`src/rtl/pulse_train_gen_pkg.sv`:
```
// pulse_train_gen_pkg: register map offsets, CTRL bit positions and channel state encoding
package pulse_train_gen_pkg;
  typedef enum logic [2:0] {
    S_IDLE  = 3'd0,
    S_DELAY = 3'd1,
    S_HIGH  = 3'd2,
    S_GAP   = 3'd3,
    S_DONE  = 3'd4
  } state_t;
  localparam logic [7:0]  CMD_BASE_DEF = 8'h20;
  localparam logic [15:0] OFS_DELAY    = 16'd0;
  localparam logic [15:0] OFS_WIDTH    = 16'd4;
  localparam logic [15:0] OFS_GAP      = 16'd6;
  localparam logic [15:0] OFS_COUNT    = 16'd8;
  localparam logic [15:0] OFS_CTRL     = 16'd9;
  localparam logic [15:0] OFS_STATUS   = 16'd10;
  localparam int CTRL_ARM   = 0;
  localparam int CTRL_REARM = 1;
  localparam int CTRL_OVR   = 2;
endpackage

```
`src/rtl/pulse_train_gen_if.sv`:
```
// pulse_train_gen_if: cmd_handler register bus (command, byte index, data, strobes)
interface pulse_train_gen_if;
  logic [7:0]  reg_cmd;
  logic [15:0] reg_bytecount;
  logic [7:0]  reg_data_in;
  logic [7:0]  reg_data_out;
  logic        reg_read;
  logic        reg_write;
  modport master (output reg_cmd, reg_bytecount, reg_data_in, reg_read, reg_write, input reg_data_out);
  modport slave  (input reg_cmd, reg_bytecount, reg_data_in, reg_read, reg_write, output reg_data_out);
endinterface

```
`src/rtl/pulse_train_gen_channel.sv`:
```
// pulse_train_gen_channel: one channel's config registers, delay/pulse FSM, counters and read mux
module pulse_train_gen_channel
  import pulse_train_gen_pkg::*;
#(
  parameter int DLY_W = 32,
  parameter int PW_W  = 16
) (
  input  logic        clkin,
  input  logic        reset_n,
  input  logic        rise,
  input  logic        wr_en,
  input  logic        rd_en,
  input  logic [15:0] idx,
  input  logic [7:0]  wdata,
  output logic [7:0]  rdata,
  output logic        pulse,
  output logic        busy
);
  localparam int CW = DLY_W > PW_W ? DLY_W : PW_W;
  logic [DLY_W-1:0] dly;
  logic [PW_W-1:0]  wid, gap, wid_w, gap_w;
  logic [7:0]       count, left, left_n, rd_mux;
  logic [CW-1:0]    cnt, cnt_n;
  logic             arm, rearm, ovr, wr_ctrl, accept, abort, last;
  state_t           state, state_n;
  assign busy    = state inside {S_DELAY, S_HIGH, S_GAP};
  assign wr_ctrl = wr_en && idx == OFS_CTRL;
  assign accept  = state == S_IDLE && arm && rise;
  assign abort   = busy && wr_ctrl && !wdata[CTRL_ARM];
  assign last    = cnt <= CW'(1);
  always_ff @(posedge clkin or negedge reset_n)
    if (!reset_n) begin
      dly   <= '0;
      wid   <= '0;
      gap   <= '0;
      count <= '0;
      arm   <= 1'b0;
      rearm <= 1'b0;
      ovr   <= 1'b0;
    end else begin
      if (state == S_DONE && !rearm) arm <= 1'b0;
      ovr <= (rise & busy) | (ovr & ~(wr_ctrl & wdata[CTRL_OVR]));
      if (wr_en) begin
        for (int b = 0; b < DLY_W/8; b++)
          if (idx == 16'(OFS_DELAY + 16'(b))) dly[8*b +: 8] <= wdata;
        for (int b = 0; b < PW_W/8; b++) begin
          if (idx == 16'(OFS_WIDTH + 16'(b))) wid[8*b +: 8] <= wdata;
          if (idx == 16'(OFS_GAP + 16'(b))) gap[8*b +: 8] <= wdata;
        end
        if (idx == OFS_COUNT) count <= wdata;
        if (wr_ctrl) begin
          arm   <= wdata[CTRL_ARM];
          rearm <= wdata[CTRL_REARM];
        end
      end
    end
  // width/gap are snapshotted on accept so config writes only affect the next train
  always_ff @(posedge clkin or negedge reset_n)
    if (!reset_n) begin
      state <= S_IDLE;
      cnt   <= '0;
      left  <= '0;
      wid_w <= '0;
      gap_w <= '0;
      pulse <= 1'b0;
    end else begin
      state <= state_n;
      cnt   <= cnt_n;
      left  <= left_n;
      pulse <= state_n == S_HIGH;
      if (accept) begin
        wid_w <= wid;
        gap_w <= gap;
      end
    end
  always_comb begin
    state_n = state;
    cnt_n   = cnt;
    left_n  = left;
    case (state)
      S_IDLE:
        if (accept) begin
          left_n  = count;
          cnt_n   = dly != '0 ? CW'(dly) : CW'(wid);
          state_n = dly != '0 ? S_DELAY : (count != '0 ? S_HIGH : S_DONE);
        end
      S_DELAY, S_GAP:
        if (last) begin
          cnt_n   = CW'(wid_w);
          state_n = left != '0 ? S_HIGH : S_DONE;
        end else cnt_n = cnt - CW'(1);
      S_HIGH:
        if (last) begin
          cnt_n   = CW'(gap_w);
          left_n  = left - 8'd1;
          state_n = S_GAP;
        end else cnt_n = cnt - CW'(1);
      default: state_n = S_IDLE;
    endcase
    if (abort) state_n = S_IDLE;
  end
  always_comb begin
    rd_mux = '0;
    for (int b = 0; b < DLY_W/8; b++)
      if (idx == 16'(OFS_DELAY + 16'(b))) rd_mux = dly[8*b +: 8];
    for (int b = 0; b < PW_W/8; b++) begin
      if (idx == 16'(OFS_WIDTH + 16'(b))) rd_mux = wid[8*b +: 8];
      if (idx == 16'(OFS_GAP + 16'(b))) rd_mux = gap[8*b +: 8];
    end
    if (idx == OFS_COUNT) rd_mux = count;
    if (idx == OFS_CTRL) rd_mux = {5'b0, ovr, rearm, arm};
    if (idx == OFS_STATUS) rd_mux = {5'b0, state};
  end
  always_ff @(posedge clkin or negedge reset_n)
    if (!reset_n) rdata <= '0;
    else rdata <= rd_en ? rd_mux : '0;
endmodule

```
`src/rtl/pulse_train_gen.sv`:
```
// pulse_train_gen: shared trigger edge detect, per-channel address decode and OR-combined read data
module pulse_train_gen
  import pulse_train_gen_pkg::*;
#(
  parameter int         CHANNELS = 2,
  parameter int         DLY_W    = 32,
  parameter int         PW_W     = 16,
  parameter logic [7:0] CMD_BASE = CMD_BASE_DEF
) (
  input  logic                clkin,
  input  logic                reset_n,
  input  logic                trigger_in,
  pulse_train_gen_if.slave    bus,
  output logic [CHANNELS-1:0] trigger_out,
  output logic [CHANNELS-1:0] busy
);
  logic       trig_q, rise;
  logic [7:0] rd;
  logic [7:0] ch_rd [CHANNELS];
  always_ff @(posedge clkin or negedge reset_n)
    if (!reset_n) trig_q <= 1'b0;
    else trig_q <= trigger_in;
  assign rise = trigger_in & ~trig_q;
  for (genvar k = 0; k < CHANNELS; k++) begin : g_ch
    logic sel;
    assign sel = bus.reg_cmd == 8'(CMD_BASE + 8'(k));
    pulse_train_gen_channel #(.DLY_W(DLY_W), .PW_W(PW_W)) u_ch (
      .clkin   (clkin),
      .reset_n (reset_n),
      .rise    (rise),
      .wr_en   (sel && bus.reg_write),
      .rd_en   (sel && bus.reg_read),
      .idx     (bus.reg_bytecount),
      .wdata   (bus.reg_data_in),
      .rdata   (ch_rd[k]),
      .pulse   (trigger_out[k]),
      .busy    (busy[k])
    );
  end
  always_comb begin
    rd = '0;
    for (int i = 0; i < CHANNELS; i++) rd = rd | ch_rd[i];
  end
  assign bus.reg_data_out = rd;
endmodule

```
`src/flat_wrapper.sv`:
```
// flat-port wrapper written by rule: the top's interface ports become plain ports
module pulse_train_gen_flat import pulse_train_gen_pkg::*;
#(
  parameter int         CHANNELS = 2,
  parameter int         DLY_W    = 32,
  parameter int         PW_W     = 16,
  parameter logic [7:0] CMD_BASE = CMD_BASE_DEF
)
  (clkin, reset_n, trigger_in, trigger_out, busy, bus_reg_cmd, bus_reg_bytecount, bus_reg_data_in, bus_reg_read, bus_reg_write, bus_reg_data_out);
  pulse_train_gen_if bus_i ();
  input  logic clkin;
  input  logic reset_n;
  input  logic trigger_in;
  output logic [CHANNELS-1:0] trigger_out;
  output logic [CHANNELS-1:0] busy;
  input wire logic [$bits(bus_i.reg_cmd)-1:0] bus_reg_cmd;
  input wire logic [$bits(bus_i.reg_bytecount)-1:0] bus_reg_bytecount;
  input wire logic [$bits(bus_i.reg_data_in)-1:0] bus_reg_data_in;
  input wire logic [$bits(bus_i.reg_read)-1:0] bus_reg_read;
  input wire logic [$bits(bus_i.reg_write)-1:0] bus_reg_write;
  output wire logic [$bits(bus_i.reg_data_out)-1:0] bus_reg_data_out;
  assign bus_i.reg_cmd = bus_reg_cmd;
  assign bus_i.reg_bytecount = bus_reg_bytecount;
  assign bus_i.reg_data_in = bus_reg_data_in;
  assign bus_i.reg_read = bus_reg_read;
  assign bus_i.reg_write = bus_reg_write;
  assign bus_reg_data_out = bus_i.reg_data_out;
  pulse_train_gen #(.CHANNELS(CHANNELS), .DLY_W(DLY_W), .PW_W(PW_W), .CMD_BASE(CMD_BASE)) u_core (.clkin(clkin), .reset_n(reset_n), .trigger_in(trigger_in), .bus(bus_i), .trigger_out(trigger_out), .busy(busy));
endmodule
```
`config.mk`:
```
export PLATFORM = sky130hd
export DESIGN_NAME = pulse_train_gen_flat
export DESIGN_NICKNAME = d
export VERILOG_FILES = /design/src/rtl/pulse_train_gen_pkg.sv /design/src/rtl/pulse_train_gen_if.sv /design/src/rtl/pulse_train_gen_channel.sv /design/src/rtl/pulse_train_gen.sv /design/src/flat_wrapper.sv
export SDC_FILE = /design/constraint.sdc
export NUM_CORES = 1
export LEC_CHECK = 0
export BUFFER_PORTS_ARGS = -buffer_cell sky130_fd_sc_hd__buf_2
export CORE_UTILIZATION = 55
export DETAILED_ROUTE_END_ITERATION = 12
export PLACE_DENSITY = 0.75
export SYNTH_ARGS = -nofsm -noshare
export SYNTH_HDL_FRONTEND = slang
export SYNTH_SLANG_ARGS = --single-unit
```
`constraint.sdc`:
```
create_clock -name clkin -period 2.6 [get_ports clkin]
set_input_delay 0.26 -clock clkin [delete_from_list [all_inputs] [get_ports clkin]]
set_output_delay 0.26 -clock clkin [all_outputs]
set_load 0.02 [all_outputs]
```
==> impl_results.md, run 1 <==
- Gate power share: 14.2%
- Htree depth: 2
- Ant diodes: 0
- Type of the worst setup path: flip-flop to flip-flop
- Worst R2R End: u_core.g_ch[0].u_ch.cnt[1]
- Detailed placement HPWL: 36.5 mm
- Num ports: 49
- Synth warnings: 0
- Violated checks: negative setup slack
- Top_reg_cell synth: dfrtp_1
- Status: finished, violations left
- # DRC: 0
- PortBufs: 48
- Total power divided by cell area: 638 nW/um2
- Clk sinks: 319
- Vias in the first global route: 14,000
- Final net count: 1,822
- Initial antenna violation count: 1
- CP startpoint: u_core.g_ch[0].u_ch.cnt[15]
- Static leakage: 9.02 nW
- Fin Setup TNS: -0.0673 ns
- Non-Filler Instances: 2,182
- CTS clk-pin slew, worst paths: 0.06 ns
- Max-Cap Viols: 0
- Critical Path AT: 3.03 ns
- Post-synth top area cell: dfrtp_1
- Num CTS Buffers: 35
- Ys async rst share: 100%
- Sw Share: 27.1%
- FF-to-FF path depth: 6
- Yosys cell types: 77
- Layout area overhead: 18.1%
- Synth top area cells: dfrtp_1 49%, mux2_2 12%, nand2_1 5.8%
- Clk_skew: 0.0149 ns
- 1st-pass router iterations: 6
- Clock power frac: 41.8%
- Vias per cell: 6.71
- Area used by multi-input combinational logic: 8130 um2
- Synthesized area: 16,400 um2
- Switch Pwr: 3.35 mW
- Fillers: 2,224
- Max_slew headroom: 53.2%
- Worst-path maximum fanout: 8
- Seq/Total Area, Yosys: 48.6%
- Vias: 14,700
- Syn Area/Cell: 10.0 um2
- EDFF count, synth: 0
- #FFs+latches synth: 319
- Post-synth top cells: 319 x dfrtp_1, 255 x nand2_1, 172 x mux2_2
- Synth top area share: 48.6%
- Shortest period the worst path allows: 2.63 ns
- Worst slack at placement: -0.161 ns
- CTS tree: done
- Most common cell in the netlist: dfrtp_1
- Post-DRT Antenna Nets: 0
- Vert. Die Dim: 175 um
- Crit. End Element: flip-flop
- Worst reg-to-reg setup slack: -0.03 ns
- Fin. Hold Viols: 0
- Clk Latency, worst-skew pair: 0.52 ns
- Fmax: 381 MHz
- Slew Limit Fails: 0
- Full die area: 30,600 um2
- Final Setup Violations: 4
- Max VDD drop: 0.000333 V
- CTS Root Cell: clkbuf_16
- Critical Path RT: 3.00 ns
- Dpl cells: 2,117
- Placed cell area: 18,000 um2
- First-pass GRT wire length: 80.9 mm
- Fin worst setup slack: -0.0250 ns
- Reg-to-reg startpoint: u_core.g_ch[0].u_ch.cnt[15]
- Hold crit path type: input pin to flip-flop
- Register Area: 7980 um2
- Clock buffer depth: 3
- Gpl congestion: 0.935
- Final worst-path cycle share: 101%
- Startpoint Class: flip-flop
- Core Footprint: 29,000 um2
- Cell Rows: 62
- Grt total ovfl: 0
- Layout cells sized above 1: 27.3%
- Mapped Cells: 1,640
- Overall Global Routing Usage: 34.2%
- Die Width: 175 um
- Actual slew at the worst max-slew pin: 0.696 ns
- Final Util: 66.9%
- Largest net degree at the start of global routing: 76
- Crit path capture: u_core.g_ch[0].u_ch.cnt[1]
- Total Wirelength: 52.1 mm
- Initial Utilization: 56.6%
- Register share of total power: 44.0%
- Drt wl/cell: 23.9 um
- Pint: 9.03 mW
- Detailed Route Iter0 Violations: 2,037
- Synthesized netlist net count: 1,685
- RSZ-0062 raised after global routing: yes
- Post-route cell area: 19,400 um2
## per-layer routing
| metal | track usage (%) | share of wire [%] |
|---|---|---|
| met1 | 50.6 | 42 |
| met2 | 49.9 | 43 |
| met3 | 8.53 | 12 |
| met4 | 9.20 | 2.4 |
| met5 | 0 | 0.025 |
## area by class of cell
class / instances / area share, %
well taps: 384 / 2.48
repair buffers: 193 / 8.03
inverters: 20 / 0.387
multi-input cells: 1208 / 41.9
flip-flops and latches: 319 / 41.1
clock buffers: 48 / 5.29
clock inverters: 10 / 0.799
## power groups by stage
stage | clock [mW] | combinational (mW) | sequential, mW
6_report | 5.18 | 1.76 | 5.44
5_1_grt | 5.38 | 1.92 | 5.48
4_1_cts | 5.20 | 1.67 | 5.43
3_5_place_dp | 0 | 1.65 | 5.51
3_3_place_gp | 0 | 1.61 | 5.50
2_1_floorplan | 0 | 0.945 | 5.48
## critical path, cell delays in order, from the launching register on
cell,delay (ns)
dfrtp_1,0.40
or4_4,0.52
or4_4,0.61
or3_4,0.49
o21ai_2,0.13
a221oi_1,0.09
a221o_1,0.27
## cells in the final DEF (no fill, tap or decap), types with 10 or more instances in the layout
master and count:
mux2_2 172, clkbuf_16 37, nand3_1 24, a21oi_1 74
o22ai_1 18, a21o_1 11, a221oi_1 14, or3_1 10
nor3_1 48, a221o_1 14, o21ai_1 11, inv_1 18
nor2_2 13, nor2_1 97, a222oi_1 12, buf_12 15
or2_2 12, nand2_1 255, buf_4 119, o21ai_0 98
nand2b_1 12, buf_2 48, dfrtp_1 319, nor4_1 48
a22o_1 17, a31oi_1 23, and2_1 18, or4_1 11
a22oi_1 21
## cells by family (layout without fill, tap and decap cells)
logic type               Yosys count  count (layout)  share of synthesized area, %
flip-flops                       319             319                          48.6
adder cells (fa/ha/maj)            8               8                         0.609
buffers and inverters            113             271                          2.92
XOR/XNOR                          10              10                         0.533
AO/OA/AOI/OAI                    397             397                          16.1
multiplexers                     185             185                          13.0
AND/OR/NAND/NOR                  608             608                          18.3
## worst min path at each step
| stage | startpoint | to | slack [ns] | cells after the start |
|---|---|---|---|---|
| after floorplan | reset_n | u_core.g_ch[0].u_ch.arm | -0.04 | 0 |
| after global placement | reset_n | u_core.g_ch[0].u_ch.left[6] | 0.26 | 1 |
| after detailed placement | reset_n | u_core.g_ch[0].u_ch.left[6] | 0.26 | 1 |
| after CTS | bus_reg_cmd[0] | u_core.g_ch[0].u_ch.rdata[0] | 0.09 | 4 |
| after global routing | bus_reg_cmd[0] | u_core.g_ch[0].u_ch.rdata[0] | 0.13 | 4 |
| final | bus_reg_cmd[0] | u_core.g_ch[0].u_ch.rdata[0] | 0.09 | 4 |
## registers in the layout, indices dropped and copies added (netlist names), 6 cells and up
register	flops
u_core.g_ch.u_ch.cnt	64
u_core.g_ch.u_ch.wid	32
u_core.g_ch.u_ch.dly	64
u_core.g_ch.u_ch.rdata	16
u_core.g_ch.u_ch.left	16
u_core.g_ch.u_ch.count	16
u_core.g_ch.u_ch.gap_w	32
u_core.g_ch.u_ch.state	6
u_core.g_ch.u_ch.wid_w	32
u_core.g_ch.u_ch.gap	32
## timing repair
item                                    in CTS  in global routing
setup buffers                                0                  3
pin swaps                                    3                 11
endpoints found under the setup margin      27                 64
endpoints found under the hold margin       62                  0
gates resized for setup                     13                 35
gates cloned                                 0                  2
hold buffers                                 2                  0
## through the flow
step,hold slack (ns),power [mW]
floorplan,-0.0356,6.43
global placement,0.261,7.11
detailed placement,0.256,7.16
CTS,0.0851,12.3
global route,0.130,12.8
finish,0.0910,12.4
(Power assumes the default switching activity.)
==> inputs of run 2 (changes only) <==
PLACE_DENSITY = 0.72   (was 0.75)
clock period = 3.2 ns   (was 2.6 ns; I/O delays follow)
==> impl_results.md, run 2 (synthesis gave the netlist of run 1 again) <==
- Gpl congestion: 0.923
- Max VDD drop: 0.000377 V
- Detailed Route Iter0 Violations: 1,775
- First-pass GRT wire length: 81.0 mm
- Grt total ovfl: 0
- # DRC: 0
- Setup repair bufs after CTS: 0
- Largest net degree at the start of global routing: 98
- Non-Filler Instances: 2,120
- Cell Rows: 62
- PortBufs: 48
- Highest-count cells in the layout ignoring fill and taps: 319 x dfrtp_1, 255 x nand2_1, 172 x mux2_2, 109 x o21ai_0, 99 x nor2_1
- Critical Path RT: 3.61 ns
- Post-DRT Antenna Nets: 0
- Layout area overhead: 13.5%
- Overall Global Routing Usage: 34.6%
- Fmax: 339 MHz
- Post-CTS sizing: 0
- Top layer in use: met5
- Vias per cell: 6.69
- Status: complete, no violations
- Worst-path maximum fanout: 18
- Final net count: 1,756
- Initial Utilization: 56.6%
- Full die area: 30,600 um2
- Clk sinks: 319
- Initial antenna violation count: 0
- CTS Root Cell: clkbuf_16
- Num ports: 49
- Hold crit path type: input pin to flip-flop
- Shortest period the worst path allows: 2.95 ns
- Vias in the first global route: 13,700
- Dpl cells: 2,055
- Largest regs: u_core.g_ch.u_ch.cnt (64), u_core.g_ch.u_ch.dly (64)
- Commonest non-fill, non-tap cell in the layout: dfrtp_1
- Final Setup Violations: 0
- Post-route cell area: 18,600 um2
- Max-Cap Viols: 0
- Crit. End Element: flip-flop
- Die Width: 175 um
- Final worst-path cycle share: 92.2%
- Placed cell area: 17,400 um2
- Static leakage: 8.61 nW
- Ant diodes: 0
- Layout cells sized above 1: 23.6%
- CTS tree: done
- Core Footprint: 29,000 um2
- Fin Setup TNS: 0 ns
- 1st-pass router iterations: 8
- Vert. Die Dim: 175 um
- Max_slew headroom: 46.9%
- Num CTS Buffers: 36
- Worst reg-to-reg setup slack: 0.25 ns
- Slew Limit Fails: 0
- Clk Latency, worst-skew pair: 0.53 ns
- Clk_skew: 0.0155 ns
- Actual slew at the worst max-slew pin: 0.794 ns
- Clock buffer depth: 3
- Met1 Wirelength: 22.1 mm
- Detailed placement HPWL: 36.1 mm
- Fin. Hold Viols: 0
- Total Wirelength: 51.6 mm
- Type of the worst setup path: flip-flop to flip-flop
- CTS clk-pin slew, worst paths: 0.06 ns
- Critical Path AT: 3.36 ns
- Met2 routed WL: 21.9 mm
- Met3 wire length: 6.02 mm
- Vias: 14,200
- RSZ-0062 raised after global routing: no
- Drt wl/cell: 24.3 um
- Htree depth: 2
- Total power divided by cell area: 533 nW/um2
- Startpoint Class: flip-flop
-- run 2: changes by cell type in the layout (fill, tap and decap cells not counted), sizes merged --
cell	delta
buf	-67
clkbuf	-1
clkinvlp	+1
clkinv	+4
inv	+1
-- run 2: cell type report --
| type | instances | area, um2 |
|---|---|---|
| Multi-Input combinational cell | 1208 | 8000 |
| Clock inverter | 16 | 191 |
| Timing Repair Buffer | 126 | 903 |
| Inverter | 20 | 75.1 |
| Fill cell | 2342 | 10400 |
| Sequential cell | 319 | 7980 |
| Tap cell | 384 | 480 |
| Clock buffer | 47 | 1010 |
-- run 2: report_power, final --
group,internal [mW],switching [mW],total [mW]
registers,4.22,0.230,4.45
clock network,2.56,1.72,4.27
logic,0.438,0.769,1.21
total,7.22,2.71,9.93
-- run 2: path summary, 6_finish.rpt --
kind	start	end	cells past startpoint
worst max-delay path	u_core.g_ch[0].u_ch.cnt[8]	u_core.g_ch[0].u_ch.cnt[21]	5
worst min-delay path	bus_reg_cmd[0]	u_core.g_ch[0].u_ch.rdata[1]	4
worst max register to register	u_core.g_ch[0].u_ch.cnt[8]	u_core.g_ch[0].u_ch.cnt[21]	5
worst min register to register	u_core.g_ch[1].u_ch.gap_w[0]	u_core.g_ch[1].u_ch.gap_w[0]	2
max in group asynchronous	reset_n	u_core.g_ch[1].u_ch.cnt[21]	3
min in group asynchronous	reset_n	u_core.g_ch[0].u_ch.left[1]	2
-- run 2: repair_timing --
| item | CTS | global route |
|---|---|---|
| hold buffers | 2 | 0 |
| endpoints found under the hold margin | 91 | 0 |
| endpoints found under the setup margin | 0 | 0 |
-- run 2: worst max-delay path, stage by stage (launching register included) --
cell,delay (ns)
dfrtp_1,0.43
or4_1,0.60
or4_4,0.62
o31a_1,0.60
a32o_1,0.37
a22o_1,0.23
-- run 2: metal layers --
metal	global-route usage [%]	up-vias
met2	49.2	818
met3	9.64	115
met5	2.08	-
met4	9.78	2
met1	51.3	7043
li1	-	6209
-- run 2: metrics by stage --
stage / power (mW) / hold slack, ns / setup WS, ns / utilization (%)
2_1_floorplan: 5.22 / 0.0244 / 0.576 / -
3_3_place_gp: 5.65 / 0.413 / 0.336 / 60.1
3_5_place_dp: 5.69 / 0.414 / 0.292 / 60.1
4_1_cts: 9.92 / 0.117 / 0.284 / 64.3
5_1_grt: 10.3 / 0.141 / 0.117 / 64.3
6_report: 9.93 / 0.124 / 0.250 / 64.3
